File: src/rtl/div_iter_pkg.sv
// Shared types and constants for the iterative restoring divider.
package div_iter_pkg;

  localparam int unsigned DivWidth = 32;
  localparam int unsigned DivLat   = 33;
  localparam int unsigned DivCntW  = $clog2(DivWidth);

  typedef enum logic [1:0] {
    StIdle = 2'd0,
    StCalc = 2'd1,
    StDone = 2'd2
  } div_state_e;

  function automatic logic [DivWidth-1:0] twos_neg(input logic [DivWidth-1:0] x);
    return ~x + DivWidth'(1);
  endfunction

  // Magnitude of a two's complement value; 0x80000000 maps to unsigned 2^31.
  function automatic logic [DivWidth-1:0] cond_abs(input logic [DivWidth-1:0] x,
                                                   input logic              en);
    return (en && x[DivWidth-1]) ? twos_neg(x) : x;
  endfunction

endpackage

File: src/rtl/div_iter_adder.sv
// Carry-lookahead adder built from 4-bit lookahead groups with a group carry chain.
module div_iter_adder #(
  parameter int unsigned Width = 32
) (
  input  logic [Width-1:0] a_i,
  input  logic [Width-1:0] b_i,
  input  logic             cin_i,
  output logic [Width-1:0] sum_o,
  output logic             cout_o
);

  localparam int unsigned NumGrp = Width / 4;

  logic [Width-1:0] gen;
  logic [Width-1:0] prop;
  logic [Width-1:0] carry;
  logic [3:0]       gl;
  logic [3:0]       pl;
  logic             gg;
  logic             gp;
  logic             cg;

  assign gen  = a_i & b_i;
  assign prop = a_i ^ b_i;

  always_comb begin
    carry = '0;
    gl    = '0;
    pl    = '0;
    gg    = 1'b0;
    gp    = 1'b0;
    cg    = cin_i;
    for (int gi = 0; gi < int'(NumGrp); gi++) begin
      gl = gen[4*gi +: 4];
      pl = prop[4*gi +: 4];
      gg = gl[3] | (pl[3] & gl[2]) | (pl[3] & pl[2] & gl[1]) | (pl[3] & pl[2] & pl[1] & gl[0]);
      gp = &pl;
      carry[4*gi]     = cg;
      carry[4*gi + 1] = gl[0] | (pl[0] & cg);
      carry[4*gi + 2] = gl[1] | (pl[1] & gl[0]) | (pl[1] & pl[0] & cg);
      carry[4*gi + 3] = gl[2] | (pl[2] & gl[1]) | (pl[2] & pl[1] & gl[0]) |
                        (pl[2] & pl[1] & pl[0] & cg);
      cg = gg | (gp & cg);
    end
  end

  assign sum_o  = prop ^ carry;
  assign cout_o = cg;

endmodule

File: src/rtl/div_iter.sv
// Multi-cycle radix-2 restoring divider (DIV/DIVU), one quotient bit per cycle,
// fixed 33-cycle latency from the start edge to the done pulse.
module div_iter
  import div_iter_pkg::*;
#(
  parameter int unsigned Width = DivWidth
) (
  input  logic             clk,
  input  logic             rst,
  input  logic             div_start,
  input  logic             div_signed,
  input  logic             div_cancel,
  input  logic [Width-1:0] div_op1,
  input  logic [Width-1:0] div_op2,
  output logic             div_busy,
  output logic             div_done,
  output logic [Width-1:0] quotient,
  output logic [Width-1:0] remainder
);

  localparam int unsigned CntW    = $clog2(Width);
  localparam logic [CntW-1:0] LastCnt = CntW'(DivLat - 2);

  div_state_e       state_q, state_d;
  logic [CntW-1:0]  cnt_q, cnt_d;
  logic [Width-1:0] dvd_q, dvd_d;
  logic [Width-1:0] dvs_q, dvs_d;
  logic [Width-1:0] rem_q, rem_d;
  logic [Width-1:0] op1_q, op1_d;
  logic             neg_quo_q, neg_quo_d;
  logic             neg_rem_q, neg_rem_d;
  logic             zero_q, zero_d;
  logic [Width-1:0] quotient_q, quotient_d;
  logic [Width-1:0] remainder_q, remainder_d;

  logic [Width:0]   rs;
  logic [Width-1:0] diff;
  logic             cout;
  logic             qbit;
  logic [Width-1:0] rem_nxt;
  logic [Width-1:0] quo_nxt;

  // Trial subtraction: shifted partial remainder minus divisor.
  assign rs = {rem_q, dvd_q[Width-1]};

  div_iter_adder #(
    .Width (Width)
  ) u_adder (
    .a_i    (rs[Width-1:0]),
    .b_i    (~dvs_q),
    .cin_i  (1'b1),
    .sum_o  (diff),
    .cout_o (cout)
  );

  assign qbit    = rs[Width] | cout;
  assign rem_nxt = qbit ? diff : rs[Width-1:0];
  assign quo_nxt = {dvd_q[Width-2:0], qbit};

  always_comb begin
    state_d     = state_q;
    cnt_d       = cnt_q;
    dvd_d       = dvd_q;
    dvs_d       = dvs_q;
    rem_d       = rem_q;
    op1_d       = op1_q;
    neg_quo_d   = neg_quo_q;
    neg_rem_d   = neg_rem_q;
    zero_d      = zero_q;
    quotient_d  = quotient_q;
    remainder_d = remainder_q;

    unique case (state_q)
      StIdle: begin
        if (div_start) begin
          state_d   = StCalc;
          cnt_d     = '0;
          rem_d     = '0;
          dvd_d     = cond_abs(div_op1, div_signed);
          dvs_d     = cond_abs(div_op2, div_signed);
          op1_d     = div_op1;
          neg_quo_d = div_signed & (div_op1[Width-1] ^ div_op2[Width-1]);
          neg_rem_d = div_signed & div_op1[Width-1];
          zero_d    = (div_op2 == '0);
        end
      end
      StCalc: begin
        rem_d = rem_nxt;
        dvd_d = quo_nxt;
        cnt_d = cnt_q + CntW'(1);
        if (cnt_q == LastCnt) begin
          state_d = StDone;
          // Divide-by-zero overrides the sign fix-up so both flavours agree.
          if (zero_q) begin
            quotient_d  = '1;
            remainder_d = op1_q;
          end else begin
            quotient_d  = neg_quo_q ? twos_neg(quo_nxt) : quo_nxt;
            remainder_d = neg_rem_q ? twos_neg(rem_nxt) : rem_nxt;
          end
        end
      end
      StDone: begin
        state_d = StIdle;
      end
      default: begin
        state_d = StIdle;
      end
    endcase

    if (div_cancel) begin
      state_d     = StIdle;
      quotient_d  = quotient_q;
      remainder_d = remainder_q;
    end
  end

  always_ff @(posedge clk or posedge rst) begin
    if (rst) begin
      state_q     <= StIdle;
      cnt_q       <= '0;
      dvd_q       <= '0;
      dvs_q       <= '0;
      rem_q       <= '0;
      op1_q       <= '0;
      neg_quo_q   <= 1'b0;
      neg_rem_q   <= 1'b0;
      zero_q      <= 1'b0;
      quotient_q  <= '0;
      remainder_q <= '0;
    end else begin
      state_q     <= state_d;
      cnt_q       <= cnt_d;
      dvd_q       <= dvd_d;
      dvs_q       <= dvs_d;
      rem_q       <= rem_d;
      op1_q       <= op1_d;
      neg_quo_q   <= neg_quo_d;
      neg_rem_q   <= neg_rem_d;
      zero_q      <= zero_d;
      quotient_q  <= quotient_d;
      remainder_q <= remainder_d;
    end
  end

  assign div_busy  = (state_q != StIdle);
  assign div_done  = (state_q == StDone);
  assign quotient  = quotient_q;
  assign remainder = remainder_q;

endmodule
File: config.mk
export PLATFORM = sky130hd
export DESIGN_NAME = div_iter
export DESIGN_NICKNAME = d
export VERILOG_FILES = /design/src/rtl/div_iter_pkg.sv /design/src/rtl/div_iter_adder.sv /design/src/rtl/div_iter.sv
export SDC_FILE = /design/constraint.sdc
export NUM_CORES = 1
export LEC_CHECK = 0
export ABC_AREA = 0
export BUFFER_PORTS_ARGS = -buffer_cell sky130_fd_sc_hd__buf_2
export CORE_AREA = 2 2 150 152
export CTS_BUF_LIST = sky130_fd_sc_hd__clkbuf_8 sky130_fd_sc_hd__clkbuf_16
export CTS_CLUSTER_DIAMETER = 120
export CTS_CLUSTER_SIZE = 8
export DETAILED_ROUTE_END_ITERATION = 8
export DIE_AREA = 0 0 152 154
export GPL_ROUTABILITY_DRIVEN = 0
export PLACE_DENSITY = 0.83
export SKIP_CTS_REPAIR_TIMING = 1
export SLEW_MARGIN = 30
export SYNTH_ARGS = -nofsm -noshare
export SYNTH_HDL_FRONTEND = slang
export SYNTH_SLANG_ARGS = --single-unit
File: constraint.sdc
create_clock -name clk -period 18.6 [get_ports clk]
set_input_delay 2.79 -clock clk [delete_from_list [all_inputs] [get_ports clk]]
set_output_delay 2.79 -clock clk [all_outputs]
set_load 0.1 [all_outputs]
# After elaboration in Yosys (flattened, before gate mapping)
# Index checks and enable logic that the tools add are counted.
dict set report classes {
  add_sub_neg 5
  n_mul 0
  div 0
  n_lt_le_gt_ge 0
  eq_ne 6
  shift 0
  mux 17
  bitwise_logic 209
  reduce_logical 18
}
# cell count
set op_table {}
lappend op_table {{$mux W32} 9}
lappend op_table {{$not A32 Y32} 5}
lappend op_table {{$add A32 B1 Y32 const B} 4}
lappend op_table {{$pmux W32 S2} 2}
lappend op_table {{$and A1 B1 Y1} 118}
lappend op_table {{$or A1 B1 Y1} 81}
lappend op_table {{$xor A32 B32 Y32} 2}
lappend op_table {{$and A32 B32 Y32} 1}
lappend op_table {{$logic_not A32 Y1} 1}
lappend op_table {{$reduce_and A4 Y1} 8}
lappend op_table {{$pmux W5 S2} 1}
lappend op_table {{$mux W2} 3}
lappend op_table {{$ne A3 B3 Y1 const B} 2}
lappend op_table {{$reduce_and A2 Y1} 3}
lappend op_table {{$add A5 B1 Y5 const B} 1}
lappend op_table {{$eq A5 B5 Y1 const B} 1}
lappend op_table {{$mux W5} 1}
lappend op_table {{$pmux W2 S2} 1}
lappend op_table {{$reduce_bool A2 Y1} 2}
lappend op_table {{$reduce_and A3 Y1} 1}
lappend op_table {{$eq A2 B1 Y1 const B} 1}
lappend op_table {{$eq A2 B2 Y1 const B} 1}
lappend op_table {{$logic_and A1 B1 Y1} 2}
lappend op_table {{$logic_not A2 Y1} 1}
lappend op_table {{3 further kinds} 3}
dict set report totals {
  ff_bits 202
  latchBits 0
  mem_bits_rw 0
  mem_bits_ro 0
  input_bits 69
  out_inout_bits 66
  word_cells 266
  n_memories 0
}

# Logic depth before layout (Yosys ltp)
dict set report depth {
  ltp_word 27
  ltp_mapped 22
  mapped_depth_nobuf 20
}

# Cells and area by module
# From an unflattened synthesis, not the netlist that was laid out.
dict set report hier_totals {
  hier_cells 1454
  area_unflattened_um2 12510.7
}
# mod n_inst cells_each area_each_um2 seq_area_each_um2
set modules_own_cells {}
lappend modules_own_cells {div_iter 1 1292 11180.7 5054.8}
lappend modules_own_cells {div_iter_adder 1 162 1330.0 0.0}

# Worst setup path before layout
# No wires, ideal clock.
dict set report synth_timing {
  path_type {reg-to-reg}
  start {register rem_q[13]}
  end {register remainder_q[26], in the netlist remainder[26]}
  setup_ns 0.083
  t_arrival_ns 5.037
  slack_ns 13.481
  stages_incl_launch_ff 21
  path_buffers 2
  synth_period_minus_slack_ns 5.119
  path_cell_list {dfrtp_1 -> ha_1 -> and4_1 -> or3b_1 -> or3_1 -> a21o_1 -> nand2_2 -> buf_2 -> buf_1 -> nand2_1 -> o21ai_0 -> ha_1 -> o21ai_0 -> or4_1 -> nor3b_1 -> a41oi_1 -> or2_1 -> o31ai_1 -> xor2_1 -> mux2i_1 -> o21ai_0}
}
dict set report synth_via {
  elab_chain_len 20
}
# item line
set synth_rtl {}
lappend synth_rtl {{from (decl)} div_iter.sv:28} ;# logic [Width-1:0] rem_q, rem_d;
lappend synth_rtl {{from (signal assigned)} div_iter.sv:136} ;# rem_q <= rem_d;
lappend synth_rtl {{$and A32 B32 Y32 or $xor A32 B32 Y32 (tied branches)} {div_iter_adder.sv:23, div_iter_adder.sv:24}}
lappend synth_rtl {{$and A1 B1 Y1} div_iter_adder.sv:36} ;# gg = gl[3] | (pl[3] & gl[2]) | (pl[3] & pl[2] & gl[1]) | (pl[3] & pl[2] & pl[1] & gl[0]);
lappend synth_rtl {{$or A1 B1 Y1 or $and A1 B1 Y1 (tied branches) (2 in series)} div_iter_adder.sv:36}
lappend synth_rtl {{$or A1 B1 Y1} div_iter_adder.sv:36}
lappend synth_rtl {{$or A1 B1 Y1} div_iter_adder.sv:43} ;# cg = gg | (gp & cg);
lappend synth_rtl {{$and A1 B1 Y1} div_iter_adder.sv:43}
lappend synth_rtl {{$or A1 B1 Y1} div_iter_adder.sv:43}
lappend synth_rtl {{$and A1 B1 Y1} div_iter_adder.sv:43}
lappend synth_rtl {{[3 not listed]} n/a}
lappend synth_rtl {{$and A1 B1 Y1} div_iter_adder.sv:43}
lappend synth_rtl {{$or A1 B1 Y1} div_iter_adder.sv:43}
lappend synth_rtl {{$or A1 B1 Y1} div_iter.sv:56} ;# assign qbit = rs[Width] | cout;
lappend synth_rtl {{$mux W32 (*)} div_iter.sv:57} ;# assign rem_nxt = qbit ? diff : rs[Width-1:0];
lappend synth_rtl {{$not A32 Y32} div_iter_pkg.sv:15} ;# return ~x + DivWidth'(1);
lappend synth_rtl {{$add A32 B1 Y32} div_iter_pkg.sv:15}
lappend synth_rtl {{$mux W32 (*)} div_iter.sv:99} ;# remainder_d = neg_rem_q ? twos_neg(rem_nxt) : rem_nxt;
lappend synth_rtl {{$mux W32 (*)} div_iter.sv:94} ;# if (zero_q) begin
lappend synth_rtl {{to (signal assigned)} div_iter.sv:142} ;# remainder_q <= remainder_d;
lappend synth_rtl {{to (decl)} div_iter.sv:34} ;# logic [Width-1:0] remainder_q, remainder_d;
# Mark *: on every way between the ends. The rest lies on a longest branch, timed or not.
# A chain may end at the register's enable or synchronous reset.

# Final worst setup path
dict set report layout_timing {
  start {register dvd_q[31]}
  end {register remainder_q[26], in the netlist remainder[26]}
}
dict set report layout_via {
  elab_chain_len 24
}
# item line
set layout_rtl {}
lappend layout_rtl {{from (decl)} div_iter.sv:26} ;# logic [Width-1:0] dvd_q, dvd_d;
lappend layout_rtl {{from (signal assigned)} div_iter.sv:134} ;# dvd_q <= dvd_d;
lappend layout_rtl {{$and A32 B32 Y32} div_iter_adder.sv:23} ;# assign gen = a_i & b_i;
lappend layout_rtl {{$and A1 B1 Y1} div_iter_adder.sv:36}
lappend layout_rtl {{$or A1 B1 Y1} div_iter_adder.sv:36}
lappend layout_rtl {{$or A1 B1 Y1} div_iter_adder.sv:43}
lappend layout_rtl {{$and A1 B1 Y1} div_iter_adder.sv:43}
lappend layout_rtl {{$or A1 B1 Y1} div_iter_adder.sv:43}
lappend layout_rtl {{$and A1 B1 Y1} div_iter_adder.sv:43}
lappend layout_rtl {{$or A1 B1 Y1} div_iter_adder.sv:43}
lappend layout_rtl {{[8 not listed]} n/a}
lappend layout_rtl {{$and A1 B1 Y1} div_iter_adder.sv:43}
lappend layout_rtl {{$or A1 B1 Y1} div_iter_adder.sv:43}
lappend layout_rtl {{$or A1 B1 Y1} div_iter.sv:56}
lappend layout_rtl {{$mux W32 (*)} div_iter.sv:57}
lappend layout_rtl {{$not A32 Y32} div_iter_pkg.sv:15}
lappend layout_rtl {{$add A32 B1 Y32} div_iter_pkg.sv:15}
lappend layout_rtl {{$mux W32 (*)} div_iter.sv:99}
lappend layout_rtl {{$mux W32 (*)} div_iter.sv:94}
# Marked as above.

==> metrics.md <==
| Metric | Value |
|---|---|
| Area of the multi-input gates | about 7400 um^2 |
| Final min period | just over 6000 ps |
| Area grow syn2layout | 12.3% |
| #FFs+latches synth | a little over 200 |
| Total track usage | 29.0% |
| Yosys warnings | 0 |
| RSZ-0062 raised after global routing | no |
| First-pass GRT wire length | 56,400 um |
| Synth area leader | dfrtp_1 |
| VDD IR max | 0.104 mV |
| Overall die height | roughly 150 um |
| Min-Delay Path Class | register to register |
| Filler cells | between 1.5k and 2k |
| LEAKAGE | ~0.0065 uW |
| Crit path DAT | around 6500 ps |
| Row cnt | 54 |
| Crit path required time | 19,040 ps |
| TritonCTS clock tree | built |
| Worst-path clk slew | 50 ps |
| Syn_area_per_cell | ~8.5 um^2 |
| Dpl ws | 12,760 ps |
| Final period utilization | approximately a third |
| Hold path cells | 2 |
| Worst Tran Pin Value | about 910 ps |
| Worst-case clock buffer depth | 3 |
| Starting Density | 59.5% |
| Mapped Nets | approximately 1.6k |
| Count of cell types in the netlist | between 70 and 80 |
| Initial antenna violation count | 0 |
| Pwr Density | about 160 nW/um^2 |
| Total negative slack | 0 ps |
| Top post-synthesis cells by area | dfrtp_1 39%, o21ai_0 7.1%, nand2_1 6.5% |
| Io pins | 135 |
| Max Fclk | between 150 and 200 MHz |
| Max-cap violation count | 0 |
| Via count | 11.7k |
| Routed Antenna Nets | 0 |
| FF+latch area | 5060 um^2 |
| CP Launch Type | register |
| Routed wire length | about 35,000 um |
| Share of post-route cells with drive strength above 1 | a little over an eighth |
| Area of the die | 23,400 um^2 |
| R2R cell count | 20 |
| FFs w/ async S/R, synth | 100% |
| WL per Instance | around 18 um |
| DP HPWL | 24,500 um |
| Root buf cell | clkbuf_16 |
| Die X | between 150 and 200 um |
| CTS buffer count | 29 |
| Htree depth | 1 |
| Area of the core | 21,700 um^2 |
| Pin count of the biggest net entering global routing | between 100 and 150 |
| Final Hold Fails | 0 |
| Crit end category | register |
| Final setup violating endpoints | 0 |
| First-pass DRT Iterations | 5 |
| Port Buffers | roughly 130 |
| CP max-delay cell | a2111o_1 |
| Yosys top cell area share | 39.2% |
| Antenna diode count | 0 |
| Clock Skew | between 10 and 15 ps |
| Vias in the first global route | 11.3k |
| Vias per cell | slightly above 6 |
| Critical path's largest stage delay | 540 ps |
| Sequential element share of the synthesized area | 39.2% |
| Worst path cell trace | inv_1, ha_1, o21a_1, o221ai_1, a2111o_1, a21o_1, nand2_2, buf_4, nand2_1, o21ai_0, ha_1, o21ai_0, or4_1, nor3b_1, a41oi_1, or2_1, o31ai_1, xor2_1, mux2i_1, o21ai_0 |
| Mapped cell area | about 13,000 um^2 |
| Status | complete, no violations |
| Starting DRC count in detailed routing | 949 |
| Final-report max-slew violation count | 0 |
| Post-synth top flop | dfrtp_1 |
| Clk sinks | around 200 |
| Mapped Cells | approximately 1.5k |
| WS Path Type | register to register |
| Final #Nets | about 1.7k |
| Slew HR | 39.2% |
| Post-synth EDFFs | 0 |
| Worst skew pair latency | 530 ps |
| Grt total ovfl | 0 |
| Overall Power | 2380 uW |
| Final WS setup | approximately 13,000 ps |
| CP max FO | 45 |
| Drt drc | 0 |
| Crit-path most repeated cell | o21ai_0 |
[final timing paths]
path	from	to	slack (ps)
setup / recovery	dvd_q[31]	remainder[26]	12540
hold / removal	op1_q[27]	op1_q[27]	470
setup reg to reg	dvd_q[31]	remainder[26]	12540
hold reg to reg	op1_q[27]	op1_q[27]	470
max in group asynchronous	rst	neg_rem_q	14850
min in group asynchronous	rst	remainder[11]	2380
[cell families after synthesis]
family / synth area share (%)
AOI/OAI and AO/OA: 21.1
xor gates and xnor gates: 9.56
adders and majority gates: 4.86
buffers and inverters: 4.01
DFF: 39.2
muxes: 2.58
and+or+nand+nor: 18.7
[layout by cell type (no fill, tap or decap), types with 7 or more instances in the layout]
cell / n
nand2_1: 223
dfrtp_1: 200
o21ai_0: 184
buf_2: 134
nor2_1: 111
a21oi_1: 105
xor2_1: 73
xnor2_1: 68
inv_1: 58
nand3_1: 48
ha_1: 39
a22oi_1: 33
mux2i_1: 31
clkbuf_16: 29
nor3_1: 24
nor4_1: 18
o31ai_1: 18
o41ai_1: 16
nand2b_1: 14
and2_1: 13
a211oi_1: 11
and3_1: 11
or2_2: 10
or3_1: 10
buf_4: 10
or4_1: 8
o21a_1: 8
a21o_1: 8
nor2b_1: 8
a31oi_1: 7
fa_1: 7
[flip-flops by register name, summed over array words and instances, names as in the netlist]
name	cells
dvd_q	32
rem_q	32
dvs_q	32
zero_q	1
neg_quo_q	1
state_q	2
cnt_q	5
remainder	32
op1_q	32
quotient	32
neg_rem_q	1
[Yosys cell counts, types with 7 or more instances]
cell,count
a31oi_1,7
nor2b_1,9
and3_1,11
nand2b_1,15
ha_1,39
nand2_1,224
nor3_1,24
clkbuf_1,64
a21oi_1,105
o41ai_1,16
fa_1,7
o21a_1,8
xor2_1,73
o31ai_1,18
nor2_1,113
or2_2,10
nor4_1,18
or3_1,11
a21o_1,8
and2_1,13
a211oi_1,11
inv_1,57
dfrtp_1,202
xnor2_1,68
o21ai_0,184
or4_1,8
a22oi_1,33
buf_1,8
mux2i_1,31
nand3_1,48
[report_power, final]
| group | leakage (uW) | internal, uW | switching (uW) |
|---|---|---|---|
| registers | 0.00249 | 522 | 99.4 |
| clock network | 0.000372 | 271 | 183 |
| logic | 0.00361 | 470 | 837 |
[per-layer routing]
metal / routed length (um) / track usage (%) / vias up
li1: - / - / 5573
met1: 14600 / 39.2 / 5579
met2: 16300 / 48.3 / 505
met3: 2380 / 3.69 / 89
met4: 1220 / 10.3 / 0
met5: 0 / 0 / -
[worst max-delay path: cells and delay by family, from the launching register on]
kind | cells | cell delay (ps)
flops | 1 | 510
simple gates | 5 | 1540
xor+xnor | 1 | 180
fa+ha+maj | 2 | 630
mux | 1 | 80
compound gates | 9 | 2470
buf+inv | 2 | 540
[metrics by stage]
step | utilization [%] | std cells | instance area (um^2) | hold WS, ps
6_report | 66.9 | 1906 | 14500 | 468
5_1_grt | 66.9 | 1906 | 14500 | 494
4_1_cts | 66.8 | 1906 | 14500 | 469
3_5_place_dp | 63.4 | 1874 | 13800 | 457
3_3_place_gp | 63.4 | 1874 | 13700 | 453
2_1_floorplan | - | 1527 | 12900 | 438
[layout make-up]
cell class                      count  area share (%)
Tap cell                          280            2.42
Clock buffer                       29            5.00
Inverter                           58            1.59
Sequential cell                   202            34.9
Multi-Input combinational cell   1189            50.8
Clock inverter                      3           0.112
Timing Repair Buffer              145            5.22
(Power assumes the default switching activity.)
